==> src/rtl/ls_bus_master_if.sv <==
// rtl/ls_bus_master_if.sv - external peripheral bus request/ready interface
interface ls_bus_master_if;
    logic        bus_req;
    logic        bus_we;
    logic [16:0] bus_addr;
    logic [31:0] bus_wdata;
    logic [31:0] bus_rdata;
    logic        bus_ready;

    modport master (
        output bus_req, bus_we, bus_addr, bus_wdata,
        input  bus_rdata, bus_ready
    );

    modport slave (
        input  bus_req, bus_we, bus_addr, bus_wdata,
        output bus_rdata, bus_ready
    );
endinterface

==> src/rtl/ls_bus_master.sv <==
// rtl/ls_bus_master.sv - load/store enable to registered request/ready bus master with timeout
module ls_bus_master #(
    parameter int          TIMEOUT_CYCLES = 255,
    parameter int          CNT_W          = 8,
    parameter logic [31:0] ERR_RDATA      = 32'h0000_0000
) (
    input  logic                clk,
    input  logic                reset,
    input  logic                ls_bus_rd_en,
    input  logic                ls_bus_wr_en,
    input  logic [16:0]         ls_bus_addr,
    input  logic [31:0]         ls_bus_write_data,
    output logic [31:0]         ls_bus_read_data,
    output logic                bus_ack,
    output logic                ls_bus_stall,
    output logic                bus_err,
    input  logic                bus_err_clr,
    ls_bus_master_if.master     bus
);

    typedef enum logic [1:0] {
        S_IDLE,
        S_REQ,
        S_DONE,
        S_ERR
    } state_t;

    localparam logic [CNT_W-1:0] LP_LAST = CNT_W'(TIMEOUT_CYCLES - 1);

    state_t           r_state;
    state_t           w_next;
    logic [CNT_W-1:0] r_cnt;
    logic             r_we;
    logic [16:0]      r_addr;
    logic [31:0]      r_wdata;
    logic [31:0]      r_rdata;
    logic             r_err;
    logic             w_req_any;
    logic             w_timeout;

    assign w_req_any = ls_bus_rd_en | ls_bus_wr_en;
    assign w_timeout = (r_cnt == LP_LAST) && !bus.bus_ready;

    always_comb begin
        w_next = r_state;
        case (r_state)
            S_IDLE:  if (w_req_any) w_next = S_REQ;
            S_REQ: begin
                // a ready in the last allowed cycle still completes normally
                if (bus.bus_ready)  w_next = S_DONE;
                else if (w_timeout) w_next = S_ERR;
            end
            S_DONE:  w_next = S_IDLE;
            S_ERR:   w_next = S_IDLE;
            default: w_next = S_IDLE;
        endcase
    end

    always_ff @(posedge clk) begin
        if (reset) begin
            r_state <= S_IDLE;
            r_cnt   <= '0;
            r_we    <= 1'b0;
            r_addr  <= '0;
            r_wdata <= '0;
            r_rdata <= '0;
            r_err   <= 1'b0;
        end else begin
            r_state <= w_next;
            // clear first so a same-cycle timeout set takes precedence
            if (bus_err_clr) r_err <= 1'b0;
            case (r_state)
                S_IDLE: begin
                    if (w_req_any) begin
                        r_we    <= ls_bus_wr_en & ~ls_bus_rd_en;
                        r_addr  <= ls_bus_addr;
                        r_wdata <= ls_bus_write_data;
                        r_cnt   <= '0;
                    end
                end
                S_REQ: begin
                    if (bus.bus_ready) begin
                        if (!r_we) r_rdata <= bus.bus_rdata;
                    end else if (w_timeout) begin
                        r_err <= 1'b1;
                        if (!r_we) r_rdata <= ERR_RDATA;
                    end else begin
                        r_cnt <= r_cnt + 1'b1;
                    end
                end
                default: ;
            endcase
        end
    end

    assign bus.bus_req       = (r_state == S_REQ);
    assign bus.bus_we        = r_we;
    assign bus.bus_addr      = r_addr;
    assign bus.bus_wdata     = r_wdata;
    assign bus_ack           = (r_state == S_DONE) || (r_state == S_ERR);
    assign ls_bus_read_data  = r_rdata;
    assign bus_err           = r_err;
    assign ls_bus_stall      = w_req_any & ~bus_ack;

endmodule

==> src/flat_wrapper.sv <==
// flat-port wrapper written by rule: the top's interface ports become plain ports
module ls_bus_master_flat 
#(
    parameter int          TIMEOUT_CYCLES = 255,
    parameter int          CNT_W          = 8,
    parameter logic [31:0] ERR_RDATA      = 32'h0000_0000
)
  (clk, reset, ls_bus_rd_en, ls_bus_wr_en, ls_bus_addr, ls_bus_write_data, ls_bus_read_data, bus_ack, ls_bus_stall, bus_err, bus_err_clr, bus_bus_req, bus_bus_we, bus_bus_addr, bus_bus_wdata, bus_bus_rdata, bus_bus_ready);
  ls_bus_master_if bus_i ();
  input  logic clk;
  input  logic reset;
  input  logic ls_bus_rd_en;
  input  logic ls_bus_wr_en;
  input  logic [16:0] ls_bus_addr;
  input  logic [31:0] ls_bus_write_data;
  output logic [31:0] ls_bus_read_data;
  output logic bus_ack;
  output logic ls_bus_stall;
  output logic bus_err;
  input  logic bus_err_clr;
  output wire logic [$bits(bus_i.bus_req)-1:0] bus_bus_req;
  output wire logic [$bits(bus_i.bus_we)-1:0] bus_bus_we;
  output wire logic [$bits(bus_i.bus_addr)-1:0] bus_bus_addr;
  output wire logic [$bits(bus_i.bus_wdata)-1:0] bus_bus_wdata;
  input wire logic [$bits(bus_i.bus_rdata)-1:0] bus_bus_rdata;
  input wire logic [$bits(bus_i.bus_ready)-1:0] bus_bus_ready;
  assign bus_bus_req = bus_i.bus_req;
  assign bus_bus_we = bus_i.bus_we;
  assign bus_bus_addr = bus_i.bus_addr;
  assign bus_bus_wdata = bus_i.bus_wdata;
  assign bus_i.bus_rdata = bus_bus_rdata;
  assign bus_i.bus_ready = bus_bus_ready;
  ls_bus_master #(.TIMEOUT_CYCLES(TIMEOUT_CYCLES), .CNT_W(CNT_W), .ERR_RDATA(ERR_RDATA)) u_core (.clk(clk), .reset(reset), .ls_bus_rd_en(ls_bus_rd_en), .ls_bus_wr_en(ls_bus_wr_en), .ls_bus_addr(ls_bus_addr), .ls_bus_write_data(ls_bus_write_data), .ls_bus_read_data(ls_bus_read_data), .bus_ack(bus_ack), .ls_bus_stall(ls_bus_stall), .bus_err(bus_err), .bus_err_clr(bus_err_clr), .bus(bus_i));
endmodule
==> config.mk <==
export PLATFORM = sky130hd
export DESIGN_NAME = ls_bus_master_flat
export DESIGN_NICKNAME = d
export VERILOG_FILES = /design/src/rtl/ls_bus_master_if.sv /design/src/rtl/ls_bus_master.sv /design/src/flat_wrapper.sv
export SDC_FILE = /design/constraint.sdc
export NUM_CORES = 1
export LEC_CHECK = 0
export CORE_MARGIN = 2
export CORE_UTILIZATION = 43
export CTS_BUF_LIST = sky130_fd_sc_hd__clkbuf_8
export DETAILED_ROUTE_END_ITERATION = 8
export PLACE_DENSITY = 0.95
export SYNTH_ARGS = -nofsm -noshare
export SYNTH_HDL_FRONTEND = slang
export SYNTH_SLANG_ARGS = --single-unit
==> constraint.sdc <==
create_clock -name clk -period 4.3 [get_ports clk]
set_clock_uncertainty 0.1 [all_clocks]
set_input_delay 0.43 -clock clk [delete_from_list [all_inputs] [get_ports clk]]
set_output_delay 0.43 -clock clk [all_outputs]
set_load 0.02 [all_outputs]
==> metrics.cfg, run 1 <==
[yosys]
ys_types = 33
syn_avg_cell_area_um2 = 9.080
synth_seq_cells = 93
synth_fp_nets = 447
synth_common_cells = 105 x nand2_1, 93 x dfxtp_1, 54 x a21oi_1
netlist_area_um2 = 3251
synth-edff-count = 0
synth_cells = 358
ys_async_sr_fraction = 0
synth_area_leader_cell = dfxtp_1
synth_flop_cell = dfxtp_1
synth_top_cell_area_share = 0.5727
yosys-top-cells-area = dfxtp_1 57%, nand2_1 12%, a22o_1 8.6%
ys_seq_area_frac = 0.5727
yosys_warnings = 0
synth_most_common_cell = nand2_1

[placement]
dpl.hpwl_um = 6946
port_buffers = 172
pre_cts_slack_ns = 1.630
gp_congestion = 0.7835

[sta]
setup_ws_ns = 1.881
max_slew_margin = 0.2678
setup_violations = 0
setup_tns_ns = 0
rsz0062_at_grt = false
worst_pin_slew_ns = 1.098
fin_crit_ns = 2.419
holdWs_ns = 0.3564
timing.fmax_mhz = 413.4
min_period_over_period = 0.5625
finalMaxSlewViolations = 0
hold_violations = 0

[die]
initial_core_util = 0.4458
die_x_um = 90.95
core_area_um2 = 7292
ios = 173
die_y_um = 90.95
die-area_um2 = 8271
rows = 31

[clock_tree]
cts_max_level = 3
cts_buffers = 9
cts_setup_buffers = 0
ctsHoldBuffers = 0
post_cts_resized = 0
cts_buffer_depth = 2
cts_tree = done
clock-sinks = 93
root_buffer = clkbuf_8
clkSlewWorstSetupHoldPaths_ns = 0.09
clock_latency_ns = 0.34

[cells_and_area]
synthToLayoutAreaGrowth_pct = 60.70
drive_above_1_share = 0.05323
antenna_cells = 0
nets = 610

[worst_setup_path]
endpoint_kind = output port
path_cells = clkdlybuf4s50_1 -> nor2_1 -> nor2_1 -> clkdlybuf4s50_1
path_delay_family = buffers and inverters
regToRegStartpoint = u_core.r_cnt[0]$_SDFFE_PP0P_
path_buf_inv = 2
crit_fanout = 4
critPathKind = in -> out
required_ns = 3.77
critPathLaunchType = primary input
max_stage_delay_ns = 0.63
cp-startpoint = ls_bus_wr_en
critPathArrivalTime_ns = 1.89
critical_path.slowest_cell = clkdlybuf4s50_1

[grt]
grt_max_degree = 61
grtUsageTotal = 0.2320
grt_pass1_wl_um = 15500
grt_overflow = 0
grt_pass1_vias = 3222
antenna_found_initial = 0

[hold_path]
holdCritStartpoint = u_core.bus.bus_addr[9]$_SDFFE_PP0P_
hold_class = reg -> reg

[routing]
antenna_left = 0
remaining_drc_errors = 0
vias = 3198
first_pass_iters = 6
wirelength_um = 9673
vias_per_cell = 5.117
routedWlPerCell_um = 15.48
first_iter_violations = 137

[power]
power.leakage_nw = 1.978
powerDensity_nw_per_um2 = 356.7
ir_worst_vdd_mv = 0.2980
power_mw = 1.863

[outcome]
status = complete, no violations

[run]
cap_violations = 0

-- kinds of logic (layout without fill, tap and decap cells) --
group | Yosys count | count (layout) | share of synthesized area
fa+ha+maj | 2 | 2 | 0.007697
simple gates | 131 | 131 | 0.1721
buf+inv | 28 | 196 | 0.03579
compound gates | 104 | 104 | 0.2117
flops | 93 | 93 | 0.5727
-- stage by stage --
stage,cell area (um^2),std cells,utilization
6_report,5224,625,0.7164
4_1_cts,5224,625,0.7164
5_1_grt,5224,625,0.7164
3_3_place_gp,5049,609,0.6923
2_1_floorplan,3251,358,-
3_5_place_dp,5049,609,0.6923
-- layout make-up --
class	instances	area (um^2)
fill	536	2068
sequential	93	1862
timing repair buffer	176	1747
multi-input combinational	237	1301
clock buffer	9	123.9
tap	99	123.9
clock inverter	7	51.30
inverter	4	15.01
-- metal layers --
| layer | global-route usage | wire (um) |
|---|---|---|
| met1 | 0.2605 | 3904 |
| met2 | 0.4000 | 4831 |
| met3 | 0.1004 | 805 |
| met4 | 0.06566 | 131 |
| met5 | 0 | 0 |
-- state kept, by name (all words and copies together) (netlist names) --
signal                   flops
u_core.bus.bus_addr         17
u_core.bus.bus_wdata        32
u_core.bus.bus_we            1
u_core.bus_err               1
u_core.ls_bus_read_data     32
u_core.r_cnt                 8
u_core.r_state               2
-- final timing paths --
kind | endpoint | slack (ns) | depth (start not counted)
max reg2reg | u_core.ls_bus_read_data[23]$_SDFFE_PP0P_ | 2.19 | 7
max | ls_bus_stall | 1.88 | 4
min | u_core.bus.bus_addr[9]$_SDFFE_PP0P_ | 0.36 | 2
min reg2reg | u_core.bus.bus_addr[9]$_SDFFE_PP0P_ | 0.36 | 2
-- cell usage in the layout, fill, tap and decap left out, drive strengths merged, types with 2 or more instances in the layout --
cell | synthesis | final
nor3 | 2 | 2
a31oi | 5 | 5
a21oi | 55 | 55
a22o | 32 | 32
nor2 | 7 | 7
clkbuf | 15 | 9
o21ai | 2 | 2
and3 | 3 | 3
inv | 4 | 7
or3 | 3 | 3
nand2 | 105 | 105
buf | 9 | 5
ha | 2 | 2
clkinv | 0 | 3
a41oi | 3 | 3
dfxtp | 93 | 93
clkdlybuf4s50 | 0 | 171
nand3 | 3 | 3
-- worst min-delay path: stages, from the launching register on --
cell,delay [ns]
dfxtp_1,0.32
nand2_1,0.05
a21oi_1,0.05
-- report_power, final --
group | switching, mW | internal, mW | total, mW
registers | 0.0313 | 0.914 | 0.945
logic | 0.196 | 0.198 | 0.394
clock network | 0.310 | 0.213 | 0.524
Note: power is estimated with default switching activity, not from simulation.
==> run 2: changes to the inputs <==
CORE_UTILIZATION = 40   (was 43)
PLACE_DENSITY = 0.91   (was 0.95)
clock period = 2.4 ns   (was 4.3 ns; I/O delays follow)
==> run 2 against run 1 <==
Sequential share of layout area is 0.56 points lower. Clock power is 120% higher. Register-to-register slack worse by 1.8 ns. Critical path depth is 1 lower. Core utilization is 3.7 points lower. Die area is 7.2% higher. Global-route usage is 0.99 points lower. Cell count is 0.96% higher. Cell area is 1.6% higher. Largest cell class unchanged. Largest power group unchanged. Highest routed layer unchanged.
==> metrics.cfg, run 2 (synthesis gave the netlist of run 1 again) <==
[outcome]
status = complete, no violations

[routing]
first_iter_violations = 123
vias_per_cell = 5.071
routedWlPerCell_um = 15.36
first_pass_iters = 4
vias = 3200
antenna_left = 0
remaining_drc_errors = 0
wirelength_um = 9691

[cells_and_area]
most-common-layout-cells = 171 x clkdlybuf4s50_1, 105 x nand2_1, 93 x dfxtp_1, 53 x a21oi_1, 32 x a22o_1
nets = 613
multi_input_area_um2 = 1301
regArea_um2 = 1862
drive_above_1_share = 0.06049
antenna_cells = 0
synthToLayoutAreaGrowth_pct = 63.28
layout_commonest_cell = clkdlybuf4s50_1
nFillCells = 590

[grt]
grtUsageTotal = 0.2221
grt_overflow = 0
antenna_found_initial = 0
grt_pass1_wl_um = 15580
grt_pass1_vias = 3206
grt_max_degree = 56

[hold_path]
hold_class = in -> reg
hold_path_depth = 2
holdCritStartpoint = reset
hold_end = u_core.bus.bus_we$_SDFFE_PP0P_

[run]
cap_violations = 0

[clock_tree]
cts_setup_buffers = 0
cts_buffer_depth = 2
cts_max_level = 3
post_cts_resized = 0
clkSlewWorstSetupHoldPaths_ns = 0.09
clock-sinks = 93
root_buffer = clkbuf_8
clock_latency_ns = 0.35
ctsHoldBuffers = 0
cts_buffers = 9
cts_tree = done

[worst_setup_path]
endpoint_kind = output port
max_stage_delay_ns = 0.56
regToRegStartpoint = u_core.r_cnt[0]$_SDFFE_PP0P_
critPathLaunchType = register
rr_endpoint = u_core.ls_bus_read_data[24]$_SDFFE_PP0P_
crit_fanout = 8
critical_path.slowest_cell = clkdlybuf4s50_1
critPathArrivalTime_ns = 1.84
required_ns = 2.06
critPathKind = reg -> out
reg2reg_depth = 7
path_cells = nand2b_1 -> inv_1 -> clkdlybuf4s50_1
reg2reg_slack_ns = 0.42

[sta]
timing.fmax_mhz = 458.6
fin_crit_ns = 2.181
max_slew_margin = 0.6237
hold_violations = 0
setup_violations = 0
min_period_over_period = 0.9086
worst_pin_slew_ns = 0.5644
rsz0062_at_grt = false
setup_tns_ns = 0
finalMaxSlewViolations = 0

[power]
p_int_mw = 2.598
pwr-share-comb = 0.201
power_frac_clock = 0.325
switchingPower_mw = 0.9686
p_seq_frac = 0.474
powerDensity_nw_per_um2 = 671.9
p_sw_frac = 0.2716
ir_worst_vdd_mv = 0.4127
power_mw = 3.566
power.leakage_nw = 2.021

[die]
initial_core_util = 0.4163
die_x_um = 94.15
die_y_um = 94.15
rows = 32
ios = 173
die-area_um2 = 8863
core_area_um2 = 7807

[placement]
dpl.hpwl_um = 6864
gp_congestion = 0.7374
port_buffers = 172

==> run 2: power groups by stage <==
stage	Clock (mW)	Sequential [mW]	Combinational, mW
after detailed placement	0	1.73	0.717
after floorplan	0	1.83	0.204
after global placement	0	1.72	0.701
final	1.16	1.69	0.717
after global routing	1.24	1.70	0.773
after CTS	1.18	1.69	0.723
==> run 2: critical path: cells and delay by family (launching register included) <==
family | cells | cell delay (ns)
buf+inv | 2 | 0.63
simple gates | 1 | 0.38
flops | 1 | 0.49
==> run 2: metrics by stage <==
stage               std cells  hold WS (ns)    util  instance area, um^2  setup WS [ns]
detailed placement        615        0.3474  0.6516                 5087         0.3693
global route              631       0.08568  0.6798                 5308         0.1348
finish                    631       0.08351  0.6798                 5308         0.2195
CTS                       631       0.07493  0.6798                 5308         0.2269
global placement          615        0.3404  0.6516                 5087         0.3806
floorplan                 358        0.2366       -                 3251         0.6055
==> run 2: per-layer routing <==
layer,routed length (um),track usage
met4,202,0.08575
met2,4915,0.3792
met5,0,0
met1,3832,0.2610
met3,741,0.06661
==> run 2: worst max-delay path by stage <==
stage	startpoint	endpoint	slack, ns	cells after the start
2_1_floorplan	u_core.r_cnt[0]$_SDFFE_PP0P_	u_core.ls_bus_read_data[10]$_SDFFE_PP0P_	0.61	7
4_1_cts	u_core.r_state[1]$_SDFFE_PP0P_	bus_bus_req	0.23	3
3_3_place_gp	bus_bus_ready	u_core.r_cnt[7]$_SDFFE_PP0P_	0.38	4
5_1_grt	u_core.r_state[1]$_SDFFE_PP0P_	bus_bus_req	0.13	3
6_report	u_core.r_state[1]$_SDFFE_PP0P_	bus_bus_req	0.22	3
3_5_place_dp	bus_bus_ready	u_core.r_cnt[3]$_SDFFE_PP0P_	0.37	5
==> run 2: layout make-up <==
class	count	share of cell area
Clock buffer	9	0.02334
Clock inverter	7	0.01815
Inverter	4	0.002829
Multi-Input combinational cell	237	0.2452
Sequential cell	93	0.3508
Tap cell	102	0.02405
Timing Repair Buffer	179	0.3357
